### config.mk
export PLATFORM = sky130hd
export DESIGN_NAME = vga_region_address_gen
export DESIGN_NICKNAME = d
export VERILOG_FILES = /design/src/rtl/vga_region_address_gen.sv
export SDC_FILE = /design/constraint.sdc
export NUM_CORES = 1
export LEC_CHECK = 0
export CORE_MARGIN = 2
export CORE_UTILIZATION = 54
export DETAILED_ROUTE_END_ITERATION = 10
export PLACE_DENSITY = 0.84
export RECOVER_POWER = 25
export SYNTH_ARGS = -nofsm -noshare
export SYNTH_HDL_FRONTEND = slang
export SYNTH_SLANG_ARGS = --single-unit
### constraint.sdc
create_clock -name clock -period 12.64 [get_ports clock]
set_input_delay 1.896 -clock clock [delete_from_list [all_inputs] [get_ports clock]]
set_output_delay 1.896 -clock clock [all_outputs]
set_load 0.1 [all_outputs]
### src/rtl/vga_region_address_gen.sv
// Raster-order region scanner: walks a clipped rectangle of an H_RES x V_RES
// screen and emits one (x, y, mem_address) beat per pixel over valid/ready.
// The base address takes one constant multiply during SETUP; after that the
// address advances by increment (+1 per column, +H_RES per row).
module vga_region_address_gen #(
  parameter int H_RES  = 320,
  parameter int V_RES  = 240,
  parameter int X_W    = 9,
  parameter int Y_W    = 8,
  parameter int ADDR_W = 17
) (
  input  logic              clock,
  input  logic              resetn,
  input  logic              start,
  input  logic [X_W-1:0]    x0,
  input  logic [Y_W-1:0]    y0,
  input  logic [X_W-1:0]    w,
  input  logic [Y_W-1:0]    h,
  output logic              busy,
  output logic              out_valid,
  input  logic              out_ready,
  output logic [X_W-1:0]    x,
  output logic [Y_W-1:0]    y,
  output logic [ADDR_W-1:0] mem_address,
  output logic              last,
  output logic              done
);

  typedef enum logic [1:0] {IDLE, SETUP, RUN, FIN} state_t;

  state_t state, state_next;

  // Request latched at acceptance; later input changes are ignored
  logic [X_W-1:0]    x0_l, w_l;
  logic [Y_W-1:0]    y0_l, h_l;

  // Scan position and clipped region bounds
  logic [X_W-1:0]    x_r, x_end;
  logic [Y_W-1:0]    y_r, y_end;
  logic [ADDR_W-1:0] addr_r, row_base;

  // Clipping / base computation, consumed in SETUP
  logic              region_empty;
  logic [X_W:0]      x_room, we;
  logic [Y_W:0]      y_room, he;
  logic [X_W-1:0]    x_end_calc;
  logic [Y_W-1:0]    y_end_calc;
  logic [ADDR_W-1:0] base;

  logic              last_beat;
  logic              fire;

  // Clip the latched request to the screen and derive the start address
  always_comb begin
    region_empty = ({1'b0, x0_l} >= (X_W+1)'(H_RES)) ||
                   ({1'b0, y0_l} >= (Y_W+1)'(V_RES)) ||
                   (w_l == '0) || (h_l == '0);
    x_room     = (X_W+1)'(H_RES) - {1'b0, x0_l};
    y_room     = (Y_W+1)'(V_RES) - {1'b0, y0_l};
    we         = ({1'b0, w_l} < x_room) ? {1'b0, w_l} : x_room;
    he         = ({1'b0, h_l} < y_room) ? {1'b0, h_l} : y_room;
    // Inclusive end coordinates always fit, since they are < H_RES / V_RES
    x_end_calc = X_W'({1'b0, x0_l} + we - (X_W+1)'(1));
    y_end_calc = Y_W'({1'b0, y0_l} + he - (Y_W+1)'(1));
    base       = ADDR_W'(y0_l) * ADDR_W'(H_RES) + ADDR_W'(x0_l);
  end

  assign last_beat = (state == RUN) && (x_r == x_end) && (y_r == y_end);
  assign fire      = out_valid && out_ready;

  // State register
  always_ff @(posedge clock or negedge resetn) begin
    if (!resetn) state <= IDLE;
    else         state <= state_next;
  end

  // Next-state logic
  always_comb begin
    state_next = state;
    case (state)
      IDLE:    if (start) state_next = SETUP;
      SETUP:   state_next = region_empty ? FIN : RUN;
      RUN:     if (fire && last_beat) state_next = FIN;
      FIN:     state_next = IDLE;
      default: state_next = IDLE;
    endcase
  end

  // Datapath: request latch, region load, incremental address walk
  always_ff @(posedge clock or negedge resetn) begin
    if (!resetn) begin
      x0_l     <= '0;
      y0_l     <= '0;
      w_l      <= '0;
      h_l      <= '0;
      x_r      <= '0;
      y_r      <= '0;
      x_end    <= '0;
      y_end    <= '0;
      addr_r   <= '0;
      row_base <= '0;
    end else begin
      case (state)
        IDLE: if (start) begin
          x0_l <= x0;
          y0_l <= y0;
          w_l  <= w;
          h_l  <= h;
        end
        SETUP: if (!region_empty) begin
          x_r      <= x0_l;
          y_r      <= y0_l;
          addr_r   <= base;
          row_base <= base;
          x_end    <= x_end_calc;
          y_end    <= y_end_calc;
        end
        RUN: if (fire && !last_beat) begin
          if (x_r == x_end) begin
            x_r      <= x0_l;
            y_r      <= y_r + Y_W'(1);
            row_base <= row_base + ADDR_W'(H_RES);
            addr_r   <= row_base + ADDR_W'(H_RES);
          end else begin
            x_r    <= x_r + X_W'(1);
            addr_r <= addr_r + ADDR_W'(1);
          end
        end
        default: ;
      endcase
    end
  end

  // State-decoded outputs
  always_comb begin
    busy      = (state != IDLE);
    out_valid = (state == RUN);
    done      = (state == FIN);
    last      = last_beat;
  end

  assign x           = x_r;
  assign y           = y_r;
  assign mem_address = addr_r;

endmodule

After elaboration in Yosys (flattened, before gate mapping)
Index checks and enable logic that the tools add are counted.

Register bits after elaboration: 104. Bits in latches: 0. Bits in writable memories: 0. Memory bits (read-only): 0. Input bits: 38. Output and inout bits: 38. Logic and storage cells: 78. Memories: 0.

Add/sub/neg operators: 11. Multipliers: 1. Div/mod/pow operators: 0. Magnitude comparators: 4. Equal/unequal tests: 10. Shift operators: 0. Multiplexer cells: 21. Bitwise logic cells: 1. Reduce and logical (&&, ||, !) cells: 19.

Operators by type and width (count): 17-bit two-way mux (5); 17-bit case mux with 2 select lines (2); 9-bit two-way mux (4); 8-bit two-way mux (4); 9-bit case mux with 2 select lines (1); 17-bit by 1-bit adder with 17-bit output (second input constant) (1); 17-bit by 9-bit adder with 17-bit output (1); 17-bit by 9-bit adder with 17-bit output (second input constant) (1); 8-bit case mux with 2 select lines (1); 8-bit by 3-bit multiplier with 11-bit output (second input constant) (1); 9-bit by 10-bit < comparator with 1-bit output (1); 9-bit by 9-bit subtractor with 10-bit output (first input constant) (1); 9-bit by 1-bit adder with 9-bit output (second input constant) (1); 9-bit adder (1); 9-bit == test (1); 9-bit >= comparator (second input constant) (1); 9-bit zero test (1); 8-bit by 9-bit < comparator with 1-bit output (1); 8-bit by 8-bit subtractor with 9-bit output (first input constant) (1); 9-bit by 1-bit subtractor with 9-bit output (second input constant) (1); 8-bit by 1-bit adder with 8-bit output (second input constant) (1); 8-bit adder (1); 8-bit == test (1); 8-bit >= comparator (second input constant) (1); other kinds (18) (32).

Depth between registers and ports, before layout
Gate-level depths: netlist of the first run.

Word-level depth: 7. Mapped depth: 23. Mapped depth without buffers: 23.

Least setup slack after synthesis of the first run
No wires, ideal clock.

Path type: reg-to-reg. From: reg y0_l[0]. To: reg y_end[7]. Setup time: 0.135 ns. Arrival time: 4.453 ns. Required time: 12.505 ns. Path slack: 8.052 ns. Cell stages (with the launch flop): 22. Path buffers: 0. Clock period less this slack: 4.588 ns. Cell sequence: dfrtp_1 -> inv_1 -> ha_1 -> nand2b_1 -> nor2_1 -> nor3_1 -> xnor2_1 -> ha_1 -> and3_1 -> a2111oi_0 -> a21oi_2 -> mux2_2 -> ha_1 -> inv_1 -> fa_1 -> a21o_1 -> a21oi_1 -> o21bai_1 -> a21oi_1 -> xnor2_1 -> xnor2_1 -> o21ai_0.

Longest elaborated chain between the ends: 6.

Ends and longest elaborated chain: start: declaration (RTL line 35) `logic [Y_W-1:0] y0_l, h_l;`; start signal: assignment (RTL line 106) `y0_l <= y0;`; parallel branches: the longest is 6 deep, another holds 8-bit by 8-bit subtractor with 9-bit output; end signal: assignment (RTL line 116) `y_end <= y_end_calc;`; end: declaration (RTL line 39) `logic [Y_W-1:0] y_r, y_end;`.

Parallel ways; which one is timed is not known. A chain may end at the register's enable or synchronous reset.

==> impl_metrics.yaml, run 1 <==
timing:
  tightest_slew_ns: 3.78
  setup_viol: 0
  final.setup.tns_ns: 0
  min_period_ns: 6.41
  max_freq_mhz: 156
  rsz0062_at_grt: "false"
  setup_ws_ns: 6.23
  finalMaxSlewViolations: 153
  hold_viol_final: 0
  max_slew_margin: -1.52
  period_share: 0.507
  finClkSkew_ns: 0.00578
finish:
  final_area_um2: 8850
  final_core_util: 0.635
  seqCellArea_um2: 2600
  area_growth_pct: 14.6
  drive_gt1_frac: 0.0999
  multi_input_comb_area_um2: 4690
  fillers: 1110
  antenna_cells: 0
  layout.nets: 997
worst_setup_path:
  r2r_start: "y0_l[0]"
  path_buf_inv: 2
  path_delay_family: "buffers and inverters"
  reg2reg_to: "y_end[7]"
  critPathMaxStageDelay_ns: 2.73
  cp_cell_sequence: "clkbuf_1 > clkbuf_1"
  start_kind: "input port"
  rrSetupSlack_ns: 7.47
  crit_required_ns: 12.24
  r2r_cells: 22
  cpMostUsedCell: "clkbuf_1"
  worstSetupEndpointType: "asynchronous set/reset pin"
  cp_max_fo: 70
  crit_type: "input port to asynchronous set/reset pin"
  cp_slowest_cell: "clkbuf_1"
  worstPathArrival_ns: 6.01
clock_network:
  clk_pin_slew_ns: 0.07
  clkSinkCount: 104
  post-cts-setup-buffer-count: 0
  clkLatencyLatePin_ns: 0.36
  cts_buffers: 9
  cts_hold_buf: 0
  tritoncts: "yes"
  cts-root-buf: "clkbuf_16"
  cts_resized: 0
  htree_levels: 3
  cts_buffer_depth: 2
detailed_routing:
  vias: 6632
  first_iter_violations: 448
  antenna_left: 0
  via_per_inst: 6.19
  drt_drc_violations_left: 0
  drtPass1Iterations: 5
  avgRoutedWirePerCell_um: 17.7
  wirelength_mm: 18.9
global_route:
  grt_pass1_wl_mm: 31.4
  grt_pass1_vias: 6445
  grt_overflow: 0
  antenna_found_initial: 0
  grt.total_usage: 0.262
  grt_max_degree: 71
yosys:
  synth_area_um2: 7720
  synthTopCellsByCount: "104 x dfrtp_1, 69 x ha_1, 67 x inv_1"
  synth_warnings: 0
  yosysMostFrequentCell: "dfrtp_1"
  synth_area_leader_cell: "dfrtp_1"
  yosysTopAreaCellShare: 0.337
  synth_fp_nets: 943
  synth_compound_area_frac: 0.170
  synth_top_family_by_area: "compound AO/OA/AOI/OAI gates"
  yosysUniqueCellTypes: 78
  ys.flop_type: "dfrtp_1"
  yosys.area_share.simple: 0.151
  synthXorXnorAreaFrac: 0.0755
  synth_fa_ha_area_frac: 0.122
  synth_area_leaders: "dfrtp_1 34%, ha_1 11%, mux2_2 7.4%"
  syn_area_per_cell_um2: 9.28
  async_flop_share: 1.00
  synth_edf_count: 0
  syn-instance-count: 832
  yosysSeqAreaShare: 0.337
  muxShareOfSynthArea: 0.0887
  synth_seq_cells: 104
floorplan:
  row_count: 43
  die_w_um: 124
  start_util: 0.554
  die_h_um: 124
  io_pins: 76
  core_area_um2: 13900
  die_area_um2: 15300
placed_design:
  routabilityCongestion: 0.920
  dp_hpwl_mm: 13.6
  place_ws_ns: 7.55
  portBuffers: 75
  place_area_um2: 8570
outcome:
  failed_checks: "max-capacitance violations, max-slew violations"
  status: "finished with violations"
run:
  max_cap_violations: 3
min_path:
  hold_depth: 2
  hold_class: "register to register"
  hold_end: "row_base[3]"
  hold_start: "row_base[3]"
## metal layers
layer | up-vias | share of wire | wire (µm) | global-route usage
li1 | 3112 | - | - | -
met1 | 3201 | 0.43 | 8180 | 0.349
met2 | 260 | 0.47 | 8950 | 0.428
met3 | 59 | 0.061 | 1150 | 0.0438
met4 | 0 | 0.035 | 655 | 0.102
met5 | - | 0 | 0 | 0
## cell families (layout without fill, tap and decap cells)
logic type | count (synthesis) | count (layout)
AOI/OAI and AO/OA | 199 | 199
buffers and inverters | 106 | 165
DFF | 104 | 104
xor gates and xnor gates | 65 | 65
adders and majority gates | 73 | 73
and+or+nand+nor | 223 | 223
muxes | 62 | 62
## flip-flops by register name, summed over array words and instances (netlist names)
signal and cells:
state 2, row_base 17, x0_l 9, x_end 9, h_l 8, y_end 8, x 9, y0_l 8
y 8, w_l 9, mem_address 17
## cell usage in the layout (no fill, tap or decap), types with 22 or more instances in the layout
cell | netlist | layout
a21oi_1 | 38 | 38
clkdlybuf4s50_1 | 0 | 73
dfrtp_1 | 104 | 104
ha_1 | 69 | 69
inv_1 | 67 | 67
mux2_2 | 51 | 51
nand2_1 | 61 | 61
nand3_1 | 22 | 22
nor2_1 | 41 | 41
o21ai_0 | 62 | 62
xnor2_1 | 44 | 44
## per-stage QoR
stage,instances,hold WS [ns]
after floorplan,832,0.442
final,1071,0.500
after CTS,1071,0.501
after global routing,1071,0.526
after detailed placement,1055,0.485
after global placement,1055,0.466
## layout make-up
class,count,share of cell area
clock buffer,10,0.0259
timing repair buffer,81,0.0880
sequential,104,0.294
clock inverter,6,0.00749
multi-input combinational,622,0.530
inverter,68,0.0288
tap,180,0.0255
## worst max-delay path by stage
stage / cells after the start / to / startpoint / slack (ns)
after floorplan: 21 / y_end[7] / y0_l[0] / 8.05
after global placement: 5 / last / x[7] / 7.65
after detailed placement: 22 / y_end[7] / y0_l[0] / 7.55
after CTS: 5 / last / x[3] / 7.20
after global routing: 2 / h_l[5] / resetn / 5.04
final: 2 / h_l[5] / resetn / 6.23
Power of run 1 is left out: the tool's default activity adds up to more than one toggle a clock period on the data nets, which glitch-free logic cannot reach.
==> inputs of run 2 (changes only) <==
- clock period: 12.64 -> 6.23 ns (I/O delays scaled with it)
==> run 2 against run 1 <==
Against the previous run: the flow still finishes with violations (max-capacitance violations, max-slew violations); via count fell by 1.8%; critical endpoint is now y_end[7]; utilization fell by 0.17 points; count of clock-buffer cells in the layout stayed put; largest cell class unchanged.
==> impl_metrics.yaml, run 2 (synthesis results as in run 1) <==
clock_network:
  cts_buffer_depth: 2
  cts_hold_buf: 0
  clk_pin_slew_ns: 0.07
  clkSinkCount: 104
  tritoncts: "yes"
  cts_buffers: 9
  post-cts-setup-buffer-count: 0
  cts-root-buf: "clkbuf_16"
  htree_levels: 3
  clkLatencyLatePin_ns: 0.35
  cts_resized: 0
detailed_routing:
  antenna_left: 0
  wirelength_mm: 19.0
  first_iter_violations: 552
  avgRoutedWirePerCell_um: 17.7
  drt_drc_violations_left: 0
  via_per_inst: 6.08
  vias: 6510
  drtPass1Iterations: 5
worst_setup_path:
  cp_max_fo: 9
  crit_type: "register to register"
  reg2reg_to: "y_end[7]"
  crit_required_ns: 6.43
  worstPathArrival_ns: 5.36
  worstSetupEndpointType: "register"
  rrSetupSlack_ns: 1.07
  start_kind: "register"
  r2r_cells: 22
  r2r_start: "y0_l[0]"
timing:
  min_period_ns: 5.16
  max_freq_mhz: 194
  period_share: 0.828
  rsz0062_at_grt: "false"
  finalMaxSlewViolations: 107
  final.setup.tns_ns: 0
  finClkSkew_ns: 0.00694
  hold_viol_final: 0
  max_slew_margin: -0.482
  setup_viol: 0
  tightest_slew_ns: 2.22
finish:
  layout_commonest_cell: "dfrtp_1"
  area_growth_pct: 14.3
  antenna_cells: 0
  fillers: 1137
  seqCellArea_um2: 2600
  drive_gt1_frac: 0.102
  multi_input_comb_area_um2: 4690
  final_cell_mix: "104 x dfrtp_1, 73 x clkdlybuf4s50_1, 69 x ha_1"
  layout.nets: 997
global_route:
  grt_pass1_vias: 6109
  grt_pass1_wl_mm: 30.8
  antenna_found_initial: 0
  grt_overflow: 0
  grt.total_usage: 0.259
  grt_max_degree: 66
placed_design:
  portBuffers: 75
  dp_hpwl_mm: 13.5
  routabilityCongestion: 0.893
floorplan:
  core_area_um2: 13900
  die_h_um: 124
  die_w_um: 124
  die_area_um2: 15300
  row_count: 43
  io_pins: 76
  start_util: 0.554
min_path:
  hold_class: "register to register"
  hold_start: "row_base[5]"
  hold_depth: 2
  hold_end: "row_base[5]"
run:
  max_cap_violations: 2
outcome:
  status: "finished with violations"
  failed_checks: "max-capacitance violations, max-slew violations"
run 2: changes by cell type in the layout (fill, tap and decap cells not counted):
cell	change
buf_4	+2
bufinv_16	-1
clkbuf_1	-3
clkbuf_2	+1
clkinv_4	-1
clkinvlp_4	+2
inv_6	-1
run 2: worst max path at each step:
stage | start | cells after the start | endpoint
floorplan | y0_l[0] | 21 | y_end[7]
global placement | y0_l[0] | 22 | y_end[7]
detailed placement | y0_l[0] | 22 | y_end[7]
CTS | y0_l[0] | 22 | y_end[7]
global route | y0_l[1] | 22 | y_end[7]
finish | y0_l[0] | 22 | y_end[7]
run 2: layer usage:
layer / up-vias / wire length (µm) / track usage
met5: - / 0 / 0
met4: 0 / 434 / 0.101
met3: 32 / 1250 / 0.0406
met2: 243 / 8840 / 0.411
met1: 3124 / 8430 / 0.356
li1: 3111 / - / -
run 2: final cells by class:
class,instances,area share
Inverter,68,0.0289
Multi-Input combinational cell,622,0.532
Clock inverter,5,0.00383
Tap cell,180,0.0255
Timing Repair Buffer,81,0.0892
Sequential cell,104,0.295
Clock buffer,10,0.0259
run 2: per-stage QoR:
stage	instance area, µm²	hold WS [ns]	setup slack [ns]	util	instances
floorplan	7720	0.442	1.64	-	832
global placement	8570	0.459	1.37	0.615	1055
detailed placement	8570	0.477	1.15	0.615	1055
CTS	8830	0.492	1.10	0.634	1070
global route	8820	0.506	0.611	0.633	1070
finish	8820	0.495	1.07	0.633	1070
run 2: critical path, stage by stage, from the launching register on:
cell and delay (ns):
dfrtp_1 0.54, inv_1 0.15, ha_1 0.26, nand2b_1 0.12, nor2_1 0.10, nor3_1 0.20, xnor2_1 0.17, ha_1 0.27
and3_1 0.20, a2111oi_0 0.53, a21oi_2 0.27, mux2i_1 0.18, ha_1 0.30, inv_1 0.04, ha_1 0.22, fa_1 0.40
a21o_1 0.20, a21oi_1 0.21, o21bai_1 0.09, a21oi_1 0.17, xnor2_1 0.15, xnor2_1 0.13, o21ai_0 0.08
Power of run 2 is left out for the same reason.
